### src/rtl/axi_lite_pkg.sv
// Shared types for the AXI-Lite to APB bridge: response codes, FSM states, grant tags.
package axi_lite_pkg;

  localparam int RESP_W = 2;

  typedef enum logic [RESP_W-1:0] {
    OKAY   = 2'b00,
    EXOKAY = 2'b01,
    SLVERR = 2'b10,
    DECERR = 2'b11
  } resp_t;

  typedef enum logic [2:0] {
    IDLE,
    SETUP,
    ACCESS,
    WRESP,
    RRESP
  } bridge_state_t;

  typedef enum logic {
    GRANT_READ,
    GRANT_WRITE
  } grant_t;

  function automatic resp_t apb_resp(input logic slverr);
    return slverr ? SLVERR : OKAY;
  endfunction

endpackage

### src/rtl/axi_lite_apb_arbiter.sv
// Round-robin grant between a pending write and a read request; remembers the last winner.
module axi_lite_apb_arbiter
  import axi_lite_pkg::*;
(
  input  logic clk,
  input  logic rst_n,
  input  logic en,
  input  logic wr_req,
  input  logic rd_req,
  output logic grant_wr,
  output logic grant_rd
);

  grant_t last_grant_reg;
  logic   prefer_wr;

  // On a tie the side that did not win last time goes first.
  assign prefer_wr = (last_grant_reg == GRANT_READ);
  assign grant_wr  = en & wr_req & (~rd_req | prefer_wr);
  assign grant_rd  = en & rd_req & (~wr_req | ~prefer_wr);

  always_ff @(posedge clk or negedge rst_n) begin
    if (!rst_n) begin
      last_grant_reg <= GRANT_READ;
    end else if (grant_wr) begin
      last_grant_reg <= GRANT_WRITE;
    end else if (grant_rd) begin
      last_grant_reg <= GRANT_READ;
    end
  end

endmodule

### src/rtl/axi_lite_apb_bridge.sv
// AXI-Lite responder issuing one APB access per transaction, one outstanding at a time.
// Define APB_TIMEOUT_EN to terminate APB accesses that wait longer than TIMEOUT cycles.
module axi_lite_apb_bridge
  import axi_lite_pkg::*;
#(
  parameter int ADDR_W     = 32,
  parameter int DATA_W     = 32,
  parameter int APB_ADDR_W = 16,
  parameter int TIMEOUT    = 255
) (
  input  logic                  aclk,
  input  logic                  areset_n,
  input  logic [ADDR_W-1:0]     s_awaddr,
  input  logic                  s_awvalid,
  output logic                  s_awready,
  input  logic [DATA_W-1:0]     s_wdata,
  input  logic [DATA_W/8-1:0]   s_wstrb,
  input  logic                  s_wvalid,
  output logic                  s_wready,
  output logic [RESP_W-1:0]     s_bresp,
  output logic                  s_bvalid,
  input  logic                  s_bready,
  input  logic [ADDR_W-1:0]     s_araddr,
  input  logic                  s_arvalid,
  output logic                  s_arready,
  output logic [DATA_W-1:0]     s_rdata,
  output logic [RESP_W-1:0]     s_rresp,
  output logic                  s_rvalid,
  input  logic                  s_rready,
  output logic [APB_ADDR_W-1:0] paddr,
  output logic                  psel,
  output logic                  penable,
  output logic                  pwrite,
  output logic [DATA_W-1:0]     pwdata,
  output logic [DATA_W/8-1:0]   pstrb,
  input  logic [DATA_W-1:0]     prdata,
  input  logic                  pready,
  input  logic                  pslverr
);

  localparam int STRB_W = DATA_W / 8;

  if (TIMEOUT < 1 || APB_ADDR_W >= ADDR_W) begin : g_param_check
    $error("axi_lite_apb_bridge: need TIMEOUT >= 1 and APB_ADDR_W < ADDR_W");
  end

  bridge_state_t     state_reg;
  logic              run_reg;
  logic              aw_held_reg;
  logic              w_held_reg;
  logic [ADDR_W-1:0] awaddr_reg;
  logic [DATA_W-1:0] wdata_reg;
  logic [STRB_W-1:0] wstrb_reg;

  logic              aw_fire;
  logic              w_fire;
  logic              wr_pend;
  logic              idle;
  logic              grant_wr;
  logic              grant_rd;
  logic [ADDR_W-1:0] wr_addr;
  logic [DATA_W-1:0] wr_data;
  logic [STRB_W-1:0] wr_strb;
  logic              wr_dec_err;
  logic              rd_dec_err;

`ifdef APB_TIMEOUT_EN
  localparam int WAIT_W = ($clog2(TIMEOUT + 1) > 8) ? $clog2(TIMEOUT + 1) : 8;
  logic [WAIT_W-1:0] wait_cnt_reg;
`endif

  // run_reg keeps every ready low while reset is asserted.
  assign s_awready = run_reg & ~aw_held_reg;
  assign s_wready  = run_reg & ~w_held_reg;
  assign aw_fire   = s_awvalid & s_awready;
  assign w_fire    = s_wvalid & s_wready;

  // A write arriving this cycle can be dispatched straight from the inputs.
  assign wr_pend    = (aw_held_reg | aw_fire) & (w_held_reg | w_fire);
  assign wr_addr    = aw_held_reg ? awaddr_reg : s_awaddr;
  assign wr_data    = w_held_reg ? wdata_reg : s_wdata;
  assign wr_strb    = w_held_reg ? wstrb_reg : s_wstrb;
  assign wr_dec_err = |wr_addr[ADDR_W-1:APB_ADDR_W];
  assign rd_dec_err = |s_araddr[ADDR_W-1:APB_ADDR_W];

  assign idle      = run_reg & (state_reg == IDLE);
  assign s_arready = grant_rd;

  axi_lite_apb_arbiter u_arbiter (
    .clk      (aclk),
    .rst_n    (areset_n),
    .en       (idle),
    .wr_req   (wr_pend),
    .rd_req   (s_arvalid),
    .grant_wr (grant_wr),
    .grant_rd (grant_rd)
  );

  always_ff @(posedge aclk or negedge areset_n) begin
    if (!areset_n) begin
      run_reg <= 1'b0;
    end else begin
      run_reg <= 1'b1;
    end
  end

  always_ff @(posedge aclk or negedge areset_n) begin
    if (!areset_n) begin
      aw_held_reg <= 1'b0;
      w_held_reg  <= 1'b0;
      awaddr_reg  <= '0;
      wdata_reg   <= '0;
      wstrb_reg   <= '0;
    end else begin
      if (grant_wr) begin
        aw_held_reg <= 1'b0;
      end else if (aw_fire) begin
        aw_held_reg <= 1'b1;
        awaddr_reg  <= s_awaddr;
      end
      if (grant_wr) begin
        w_held_reg <= 1'b0;
      end else if (w_fire) begin
        w_held_reg <= 1'b1;
        wdata_reg  <= s_wdata;
        wstrb_reg  <= s_wstrb;
      end
    end
  end

  always_ff @(posedge aclk or negedge areset_n) begin
    if (!areset_n) begin
      state_reg <= IDLE;
      psel      <= 1'b0;
      penable   <= 1'b0;
      pwrite    <= 1'b0;
      paddr     <= '0;
      pwdata    <= '0;
      pstrb     <= '0;
      s_bvalid  <= 1'b0;
      s_bresp   <= OKAY;
      s_rvalid  <= 1'b0;
      s_rresp   <= OKAY;
      s_rdata   <= '0;
`ifdef APB_TIMEOUT_EN
      wait_cnt_reg <= '0;
`endif
    end else begin
      case (state_reg)
        IDLE: begin
          if (grant_wr) begin
            if (wr_dec_err) begin
              s_bresp   <= DECERR;
              s_bvalid  <= 1'b1;
              state_reg <= WRESP;
            end else begin
              paddr     <= wr_addr[APB_ADDR_W-1:0];
              pwrite    <= 1'b1;
              pwdata    <= wr_data;
              pstrb     <= wr_strb;
              psel      <= 1'b1;
              state_reg <= SETUP;
            end
          end else if (grant_rd) begin
            if (rd_dec_err) begin
              s_rdata   <= '0;
              s_rresp   <= DECERR;
              s_rvalid  <= 1'b1;
              state_reg <= RRESP;
            end else begin
              paddr     <= s_araddr[APB_ADDR_W-1:0];
              pwrite    <= 1'b0;
              pstrb     <= '0;
              psel      <= 1'b1;
              state_reg <= SETUP;
            end
          end
        end

        SETUP: begin
          penable   <= 1'b1;
          state_reg <= ACCESS;
`ifdef APB_TIMEOUT_EN
          wait_cnt_reg <= '0;
`endif
        end

        ACCESS: begin
          if (pready) begin
            psel    <= 1'b0;
            penable <= 1'b0;
            if (pwrite) begin
              s_bresp   <= apb_resp(pslverr);
              s_bvalid  <= 1'b1;
              state_reg <= WRESP;
            end else begin
              s_rdata   <= prdata;
              s_rresp   <= apb_resp(pslverr);
              s_rvalid  <= 1'b1;
              state_reg <= RRESP;
            end
          end
`ifdef APB_TIMEOUT_EN
          // Last permitted ACCESS cycle without pready: abandon the peripheral.
          else if (wait_cnt_reg == WAIT_W'(TIMEOUT - 1)) begin
            psel    <= 1'b0;
            penable <= 1'b0;
            if (pwrite) begin
              s_bresp   <= SLVERR;
              s_bvalid  <= 1'b1;
              state_reg <= WRESP;
            end else begin
              s_rdata   <= '0;
              s_rresp   <= SLVERR;
              s_rvalid  <= 1'b1;
              state_reg <= RRESP;
            end
          end else begin
            wait_cnt_reg <= wait_cnt_reg + 1'b1;
          end
`endif
        end

        WRESP: begin
          if (s_bready) begin
            s_bvalid  <= 1'b0;
            state_reg <= IDLE;
          end
        end

        RRESP: begin
          if (s_rready) begin
            s_rvalid  <= 1'b0;
            state_reg <= IDLE;
          end
        end

        default: state_reg <= IDLE;
      endcase
    end
  end

endmodule

### config.mk
export PLATFORM = sky130hd
export DESIGN_NAME = axi_lite_apb_bridge
export DESIGN_NICKNAME = d
export VERILOG_FILES = /design/src/rtl/axi_lite_pkg.sv /design/src/rtl/axi_lite_apb_arbiter.sv /design/src/rtl/axi_lite_apb_bridge.sv
export SDC_FILE = /design/constraint.sdc
export NUM_CORES = 1
export LEC_CHECK = 0
export ABC_AREA = 1
export CAP_MARGIN = 20
export CORE_AREA = 2 2 117 147
export DETAILED_ROUTE_END_ITERATION = 10
export DIE_AREA = 0 0 119 149
export GPL_TIMING_DRIVEN = 0
export HOLD_SLACK_MARGIN = 0.03
export PLACE_DENSITY = 0.79
export SETUP_SLACK_MARGIN = 0.3
export SLEW_MARGIN = 40
export SYNTH_ARGS = -nofsm -noshare
export SYNTH_HDL_FRONTEND = slang
export SYNTH_SLANG_ARGS = --single-unit
### constraint.sdc
create_clock -name aclk -period 2.05 [get_ports aclk]
set_input_delay 0.41 -clock aclk [delete_from_list [all_inputs] [get_ports aclk]]
set_output_delay 0.41 -clock aclk [all_outputs]
set_load 0.005 [all_outputs]
==> results of run 1 <==
## cells by family (layout without fill, tap and decap cells)
group	count (synthesis)	after routing	share of synthesized area
flops	168	168	0.559
mux	13	13	0.0195
simple gates	456	457	0.251
other cells	1	2	0.000499
buf+inv	118	424	0.0660
compound gates	153	153	0.104
## synthesized netlist by cell type (all sizes together) (2+ instances only)
cell	n	area share
o21ai	143	0.096
nand2	329	0.17
nand4	5	0.0042
nor3	3	0.0027
or2	2	0.0017
dfrtp	168	0.56
a21oi	8	0.0058
buf	22	0.018
clkbuf	25	0.012
inv	71	0.035
mux2	13	0.019
nor2	46	0.024
nand3	68	0.047
## worst max-delay path, cell delays in order, from the launching register on
cell,delay [ns]
dfrtp_2,0.46
nor2_4,0.15
nand4_1,0.12
inv_2,0.08
nand2_2,0.06
inv_2,0.07
buf_6,0.09
## path summary, 6_finish.rpt
path / to / slack (ns) / cells after the start
min in group asynchronous: pwdata[24] / 0.49 / 2
max: s_arready / 0.18 / 6
max in group asynchronous: pwrite / 0.84 / 3
min: aw_held_reg / 0.43 / 3
min reg2reg: s_rdata[28] / 0.47 / 2
max reg2reg: s_rdata[3] / 0.22 / 10
## layout by cell type (no fill, tap or decap), drive strengths merged
| cell type | synthesis | routed |
|---|---|---|
| nand3b | 1 | 1 |
| nor3 | 3 | 3 |
| buf | 22 | 63 |
| clkbuf | 25 | 46 |
| dlymetal6s2s | 0 | 25 |
| inv | 71 | 74 |
| a21o | 1 | 1 |
| a21oi | 8 | 8 |
| nor4 | 1 | 1 |
| o21ai | 143 | 143 |
| dlygate4sd3 | 0 | 1 |
| nand3 | 68 | 68 |
| mux2 | 13 | 13 |
| diode | 0 | 1 |
| nand2 | 329 | 330 |
| and2 | 1 | 1 |
| or2 | 2 | 2 |
| dlygate4sd2 | 0 | 2 |
| nor2 | 46 | 46 |
| nand4 | 5 | 5 |
| conb | 1 | 1 |
| bufinv | 0 | 2 |
| clkdlybuf4s50 | 0 | 205 |
| dfrtp | 168 | 168 |
| a31o | 1 | 1 |
| clkinv | 0 | 4 |
| clkinvlp | 0 | 2 |
## metal layers
metal,GRT usage,up-vias,wire length [um]
li1,-,3502,-
met1,0.286,3466,8820
met2,0.400,277,11700
met3,0.0573,52,1220
met4,0.108,0,783
met5,0,-,0
## power breakdown
group          internal, mW  switching, mW
sequential             4.49          0.671
clock                  1.91           1.36
combinational          2.88           3.04
## area by class of cell
type / count / area (um^2)
antenna: 1 / 2.50
buffer: 47 / 380
clock buffer: 21 / 470
clock inverter: 11 / 136
fill: 1184 / 4750
inverter: 71 / 269
multi-input combinational: 624 / 3170
sequential: 168 / 4210
tap: 220 / 275
timing repair buffer: 274 / 2850
## repair_timing
action,4_1_cts,5_1_grt
buffers inserted,9,19
gates resized for setup,63,150
hold buffers,1,0
cloned,0,8
hold endpoints to repair,50,0
setup endpoints to repair,162,187
pin swaps,6,17
==> impl_metrics.json, run 1 <==
{
  "p_leak_nw": 6.06,
  "routabilityCongestion": 0.845,
  "antenna_found_initial": 1,
  "cts.sinks": 168,
  "clk-insertion-delay-late_ns": 0.42,
  "crit_start": "state_reg[0]",
  "dieArea_um2": 17700,
  "fp.coreArea_um2": 16500,
  "fin_crit_sh": 0.910,
  "ant_nets": 0,
  "worst_slack_ns": 0.184,
  "cp.arrival_ns": 1.46,
  "hold_violations": 0,
  "drc": 0,
  "synth_edf_count": 0,
  "root_buffer": "clkbuf_16",
  "total_power_mw": 14.4,
  "cts.clk_slew.worst_paths_ns": 0.06,
  "wl_um": 22500,
  "hold_class": "in -> reg",
  "areaGrowthSynthToFinish_pct": 56.3,
  "grt_pass1_vias": 6827,
  "place_inst": 1367,
  "ctsLongestPathBuffers": 2,
  "num_io_pins": 237,
  "cap_violations": 0,
  "nets": 1344,
  "powerDensity_nw_per_um2": 1220,
  "instances_no_fill": 1437,
  "drtIter0Drc": 479,
  "fin_worst_skew_ns": 0.00938,
  "r2r-start": "state_reg[0]",
  "numPortBuffers": 236,
  "htreeDepth": 4,
  "outcome": "finished clean",
  "grt_max_degree": 76,
  "critPathCaptureType": "output port",
  "slew_violations": 0,
  "dp_hpwl_um": 15100,
  "syn-mean-instance-area_um2": 8.28,
  "fmax_mhz": 536,
  "synthesis.area_um2": 7520,
  "cp_max_fo": 5,
  "layout-drive-gt1-share": 0.168,
  "gr-total-overflow": 0,
  "fin_area_um2": 11800,
  "placed_cell_area_um2": 10200,
  "fin_tns_setup_ns": 0,
  "peakVddDrop_mv": 0.640,
  "syn_inst": 909,
  "synth_fp_nets": 1050,
  "routedWlPerCell_um": 15.7,
  "dr_total_vias": 7297,
  "grt_usage": 0.236,
  "ys_seq_area_frac": 0.559,
  "ys.warnings.count": 0,
  "hp-start": "s_awvalid",
  "initial_utilization": 0.456,
  "fp.dieW_um": 119,
  "via_per_inst": 5.08,
  "setup_viol": 0,
  "ys_seq_elements": 168,
  "period_minus_slack_ns": 1.87,
  "ys_async_sr_fraction": 1.00,
  "firstDrtPassIters": 5,
  "cp-start-kind": "register",
  "dieHeight_um": 149,
  "grt_setup_unrepaired": "yes",
  "place_ws_ns": -0.338,
  "whs_ns": 0.425,
  "cts_made_buffers": 17,
  "synthFlopType": "dfrtp_1",
  "cp.required_ns": 1.64,
  "synthDistinctLibCells": 34,
  "cts_tree": "yes",
  "worstSetupPathType": "reg -> out",
  "fin_util": 0.712,
  "rows": 53,
  "grt_pass1_wl_um": 33400
}
No activity file was read; power rests on OpenSTA's default activity.
==> run 2: changes to the inputs <==
--- a/config.mk
+++ b/config.mk
@@ -7,12 +7,13 @@
 export LEC_CHECK = 0
 export ABC_AREA = 1
 export CAP_MARGIN = 20
-export CORE_AREA = 2 2 117 147
+export CORE_AREA = 2 2 101 128
 export DETAILED_ROUTE_END_ITERATION = 10
-export DIE_AREA = 0 0 119 149
+export DIE_AREA = 0 0 103 130
+export DONT_BUFFER_PORTS = 1
 export GPL_TIMING_DRIVEN = 0
 export HOLD_SLACK_MARGIN = 0.03
-export PLACE_DENSITY = 0.79
+export PLACE_DENSITY = 0.78
 export SETUP_SLACK_MARGIN = 0.3
 export SLEW_MARGIN = 40
 export SYNTH_ARGS = -nofsm -noshare
==> run 2 against run 1 <==
  * The run now ends with hold timing left
  * Clock-buffer cell count down 1
  * Core utilization grew 2.1 points
  * Final cell count is 21% lower
  * Critical path type is now reg -> reg
  * Largest power group is now registers
  * Setup slack gained 0.045 ns
  * Die area decreased by 24%
  * Global-route usage rose by 2.2 points
  * First-iteration DRC count fell by 42%
  * Register-to-register slack barely moved
  * Sequential share of layout area increased by 11 points
  * Via count shrank 16%
  * Wire length is 17% lower
  * Fmax rose by 2.5%
==> impl_metrics.json, run 2 (synthesis gave the netlist of run 1 again) <==
{
  "initial_utilization": 0.611,
  "fp.coreArea_um2": 12300,
  "cp.arrival_ns": 2.12,
  "routabilityCongestion": 0.887,
  "drc": 0,
  "fin_worst_skew_ns": 0.0122,
  "violations": "hold timing",
  "fin_crit_sh": 0.888,
  "top_layer_used": "met4",
  "cap_violations": 0,
  "dieHeight_um": 130,
  "critPathCaptureType": "register",
  "period_minus_slack_ns": 1.82,
  "grt_pass1_wl_um": 27000,
  "grt_setup_unrepaired": "yes",
  "cpPeakStageDelay_ns": 0.45,
  "cts.clk_slew.worst_paths_ns": 0.07,
  "cp.buffers_inverters": 1,
  "setup_viol": 0,
  "via_per_inst": 5.44,
  "rows": 46,
  "cp_max_fo": 8,
  "dr_wl_met2_um": 9860,
  "antennaDiodeCount": 0,
  "grt_max_degree": 169,
  "ctsLongestPathBuffers": 2,
  "worstSetupPathType": "reg -> reg",
  "hold_class": "in -> async",
  "nets": 1093,
  "crit_slowest_cell": "dfrtp_2",
  "firstDrtPassIters": 5,
  "routedWlPerCell_um": 16.4,
  "gr-total-overflow": 0,
  "antenna_found_initial": 0,
  "cts_tree": "yes",
  "dp_hpwl_um": 12600,
  "cts_made_buffers": 17,
  "drtIter0Drc": 278,
  "numPortBuffers": 0,
  "powerDensity_nw_per_um2": 1440,
  "htreeDepth": 4,
  "ant_nets": 0,
  "clk-insertion-delay-late_ns": 0.42,
  "cp_cell_sequence": "nor2_4, nand3_2, nor2_4, nand2_4, nand3_4, and2_4, nand2_8, clkbuf_16, nand2_4, nand2_1",
  "grt_pass1_vias": 5515,
  "dr_total_vias": 6163,
  "fp.dieW_um": 103,
  "outcome": "finished with violations",
  "cp-start-kind": "register",
  "critPathTopFamily": "simple AND/OR/NAND/NOR gates",
  "areaGrowthSynthToFinish_pct": 20.0,
  "fin_util": 0.733,
  "route.met3.wl_um": 1410,
  "hold_violations": 168,
  "dieArea_um2": 13400,
  "cts.sinks": 168,
  "grt_usage": 0.258,
  "wl_um": 18600,
  "layout-drive-gt1-share": 0.182,
  "cp.required_ns": 2.35,
  "fin_tns_setup_ns": 0,
  "layout_commonest_cell": "nand2_1",
  "whs_ns": -0.321,
  "p_leak_nw": 4.63,
  "fmax_mhz": 549,
  "num-fill-cells": 919,
  "root_buffer": "clkbuf_16",
  "peakVddDrop_mv": 0.944,
  "slew_violations": 0,
  "num_io_pins": 237,
  "drt-met1-wl_um": 6950,
  "most-common-layout-cells": "283 x nand2_1, 165 x dfrtp_1, 117 x o21ai_0"
}
run 2: changes by cell type in the layout (fill, tap and decap cells not counted), sizes merged:
cell	before	now
clkdlybuf4s50	205	0
dlygate4sd2	2	0
diode	1	0
clkinvlp	2	4
dlymetal6s2s	25	0
buf	63	43
bufinv	2	1
dlygate4sd3	1	0
clkbuf	46	47
run 2: per-layer routing:
| layer | global-route usage | vias to the layer above |
|---|---|---|
| li1 | - | 2993 |
| met1 | 0.309 | 2940 |
| met2 | 0.443 | 197 |
| met3 | 0.0873 | 33 |
| met4 | 0.0751 | 0 |
| met5 | 0 | - |
run 2: final timing paths:
kind	from	slack, ns	end	cells past startpoint
setup reg to reg	state_reg[0]	0.23	s_rdata[9]	10
min in group aclk	s_awaddr[29]	0.12	awaddr_reg[29]	1
hold reg to reg	wdata_reg[12]	0.48	wdata_reg[12]	2
hold / removal	areset_n	-0.32	s_rdata[19]	0
setup / recovery	state_reg[0]	0.23	s_rdata[9]	10
max in group asynchronous	areset_n	2.16	awaddr_reg[28]	0
run 2: cell type report:
type / instances / area [um^2] / area share
Sequential cell: 168 / 4210 / 0.466
Inverter: 71 / 272 / 0.0301
Timing Repair Buffer: 23 / 280 / 0.0310
Buffer: 47 / 367 / 0.0406
Clock buffer: 20 / 447 / 0.0495
Multi-Input combinational cell: 624 / 3130 / 0.346
Tap cell: 168 / 210 / 0.0233
Clock inverter: 12 / 118 / 0.0130
run 2: where the power goes:
| group | switching (mW) | total (mW) | internal, mW |
|---|---|---|---|
| sequential | 0.812 | 5.30 | 4.49 |
| combinational | 2.63 | 4.66 | 2.04 |
| clock | 1.33 | 3.05 | 1.72 |
run 2: through the flow:
step	area (um^2)	setup WS, ns	power [mW]	hold slack, ns	cells
after floorplan	7520	0.392	7.79	0.114	909
after global placement	7730	0.0499	8.53	0.117	1077
after detailed placement	7730	0.0305	8.67	0.117	1077
after CTS	8460	0.258	11.9	-0.324	1114
after global routing	9030	0.161	13.9	-0.336	1133
final	9030	0.230	13.0	-0.321	1133
run 2: repair_timing:
item	in CTS	in global routing
gates cloned	0	6
hold endpoints to repair	168	168
resized for setup	46	109
endpoints found under the setup margin	165	151
pin swaps	5	13
setup buffers	5	13
==> run 3: changes to the inputs <==
--- a/config.mk
+++ b/config.mk
@@ -6,6 +6,7 @@
 export NUM_CORES = 1
 export LEC_CHECK = 0
 export ABC_AREA = 1
+export ABC_CLOCK_PERIOD_IN_PS = 2000
 export CAP_MARGIN = 20
 export CORE_AREA = 2 2 101 128
 export DETAILED_ROUTE_END_ITERATION = 10
==> constraint.sdc (replaced) <==
create_clock -name aclk -period 2 [get_ports aclk]
set_input_delay 0.4 -clock aclk [delete_from_list [all_inputs] [get_ports aclk]]
set_output_delay 0.4 -clock aclk [all_outputs]
set_load 0.005 [all_outputs]
==> run 3 against run 2 <==
  * The flow still finishes with violations (hold timing)
  * First-iteration DRC count is 0.36% lower
  * Highest routed layer unchanged
  * Clock power up 3%
  * Critical endpoint is now s_rdata[5]
  * Via count up 2.5%
==> impl_metrics.json, run 3 (synthesis gave the netlist of run 1 again) <==
{
  "root_buffer": "clkbuf_16",
  "period_minus_slack_ns": 1.83,
  "ant_nets": 0,
  "worst_slack_ns": 0.170,
  "fin_worst_skew_ns": 0.00794,
  "cts_tree": "yes",
  "worstSetupPathType": "reg -> reg",
  "cts_made_buffers": 17,
  "initial_utilization": 0.611,
  "met3_usage": 0.0884,
  "dr_total_vias": 6314,
  "numPortBuffers": 0,
  "firstDrtPassIters": 4,
  "htreeDepth": 4,
  "cp.required_ns": 2.35,
  "most-common-layout-cells": "270 x nand2_1, 164 x dfrtp_1, 112 x o21ai_0",
  "grt_pass1_wl_um": 28000,
  "layout-drive-gt1-share": 0.240,
  "grt_usage": 0.268,
  "dp_hpwl_um": 12600,
  "clk-insertion-delay-late_ns": 0.42,
  "busiest_layer": "met2",
  "dieArea_um2": 13400,
  "nets": 1119,
  "place_ws_ns": -0.0195,
  "whs_ns": -0.326,
  "instances_no_fill": 1159,
  "wl_um": 19500,
  "critPathCaptureType": "register",
  "antennaDiodeCount": 0,
  "fin_util": 0.764,
  "fmax_mhz": 547,
  "hold_violations": 168,
  "hold_class": "in -> async",
  "grt_setup_unrepaired": "yes",
  "num_io_pins": 237,
  "use_met1": 0.315,
  "via_per_inst": 5.45,
  "rows": 46,
  "cts.clk_slew.worst_paths_ns": 0.07,
  "grt_max_degree": 169,
  "peakVddDrop_mv": 0.963,
  "fin_tns_setup_ns": 0,
  "routedWlPerCell_um": 16.8,
  "drc": 0,
  "cpPeakStageDelay_ns": 0.44,
  "fin_area_um2": 9410,
  "routabilityCongestion": 0.887,
  "fp.coreArea_um2": 12300,
  "placed_cell_area_um2": 7730,
  "ctsLongestPathBuffers": 2,
  "cap_violations": 0,
  "cts.sinks": 168,
  "areaGrowthSynthToFinish_pct": 25.1,
  "total_power_mw": 13.8,
  "drtIter0Drc": 277,
  "crit_slowest_cell": "dfrtp_2",
  "powerDensity_nw_per_um2": 1470,
  "antenna_found_initial": 0,
  "layout_commonest_cell": "nand2_1",
  "fp.dieW_um": 103,
  "cp_max_fo": 6,
  "violations": "hold timing",
  "place_inst": 1077,
  "grt_pass1_vias": 5718,
  "slew_violations": 0,
  "cp_cell_sequence": "buf_4, inv_4, nand2_4, nor2_4, buf_6, nand3_2, and2_4, nand2_8, clkbuf_16, nand2_2, nand2_1",
  "fin_crit_sh": 0.915,
  "setup_viol": 0,
  "grt_util_met2": 0.461,
  "cp.arrival_ns": 2.18,
  "dieHeight_um": 130,
  "gr-total-overflow": 0,
  "outcome": "finished with violations",
  "cp-start-kind": "register",
  "p_leak_nw": 4.87
}
## run 3: final cells by class
cell class                      instances  area [um^2]
Buffer                                 47          387
Clock buffer                           20          447
Clock inverter                         12          118
Fill cell                             854         2900
Inverter                               71          282
Multi-Input combinational cell        624         3270
Sequential cell                       168         4210
Tap cell                              168          210
Timing Repair Buffer                   49          493
## run 3: worst paths after layout
| check | depth (start not counted) | from | slack, ns | to |
|---|---|---|---|---|
| min in group aclk | 2 | prdata[19] | 0.12 | s_rdata[19] |
| max in group asynchronous | 0 | areset_n | 1.94 | paddr[15] |
| hold / removal | 0 | areset_n | -0.33 | s_rdata[19] |
| setup reg to reg | 11 | state_reg[0] | 0.17 | s_rdata[5] |
| setup / recovery | 11 | state_reg[0] | 0.17 | s_rdata[5] |
| hold reg to reg | 2 | wdata_reg[12] | 0.48 | wdata_reg[12] |
## run 3: layer usage
| layer | part of all wire | wire length, um | vias up |
|---|---|---|---|
| met5 | 0 | 0 | - |
| met4 | 0.021 | 412 | 0 |
| met3 | 0.077 | 1490 | 34 |
| met2 | 0.53 | 10300 | 226 |
| met1 | 0.37 | 7280 | 3001 |
| li1 | - | - | 3053 |
## run 3: report_power, final
group	internal, mW	switching [mW]	leakage, nW
sequential	4.60	0.838	2.18
clock	1.76	1.37	0.264
combinational	2.42	2.86	2.42
## run 3: timing repair
| action | 4_1_cts | 5_1_grt |
|---|---|---|
| setup buffers | 22 | 18 |
| hold endpoints to repair | 168 | 168 |
| pin swaps | 8 | 24 |
| gates resized for setup | 82 | 154 |
| endpoints found under the setup margin | 166 | 151 |
| cloned | 5 | 5 |
## run 3: critical path: cells and delay by family (launching register included)
kind,cells,cell delay [ns]
buffers and inverters,4,0.54
and+or+nand+nor,7,0.78
DFF,1,0.44
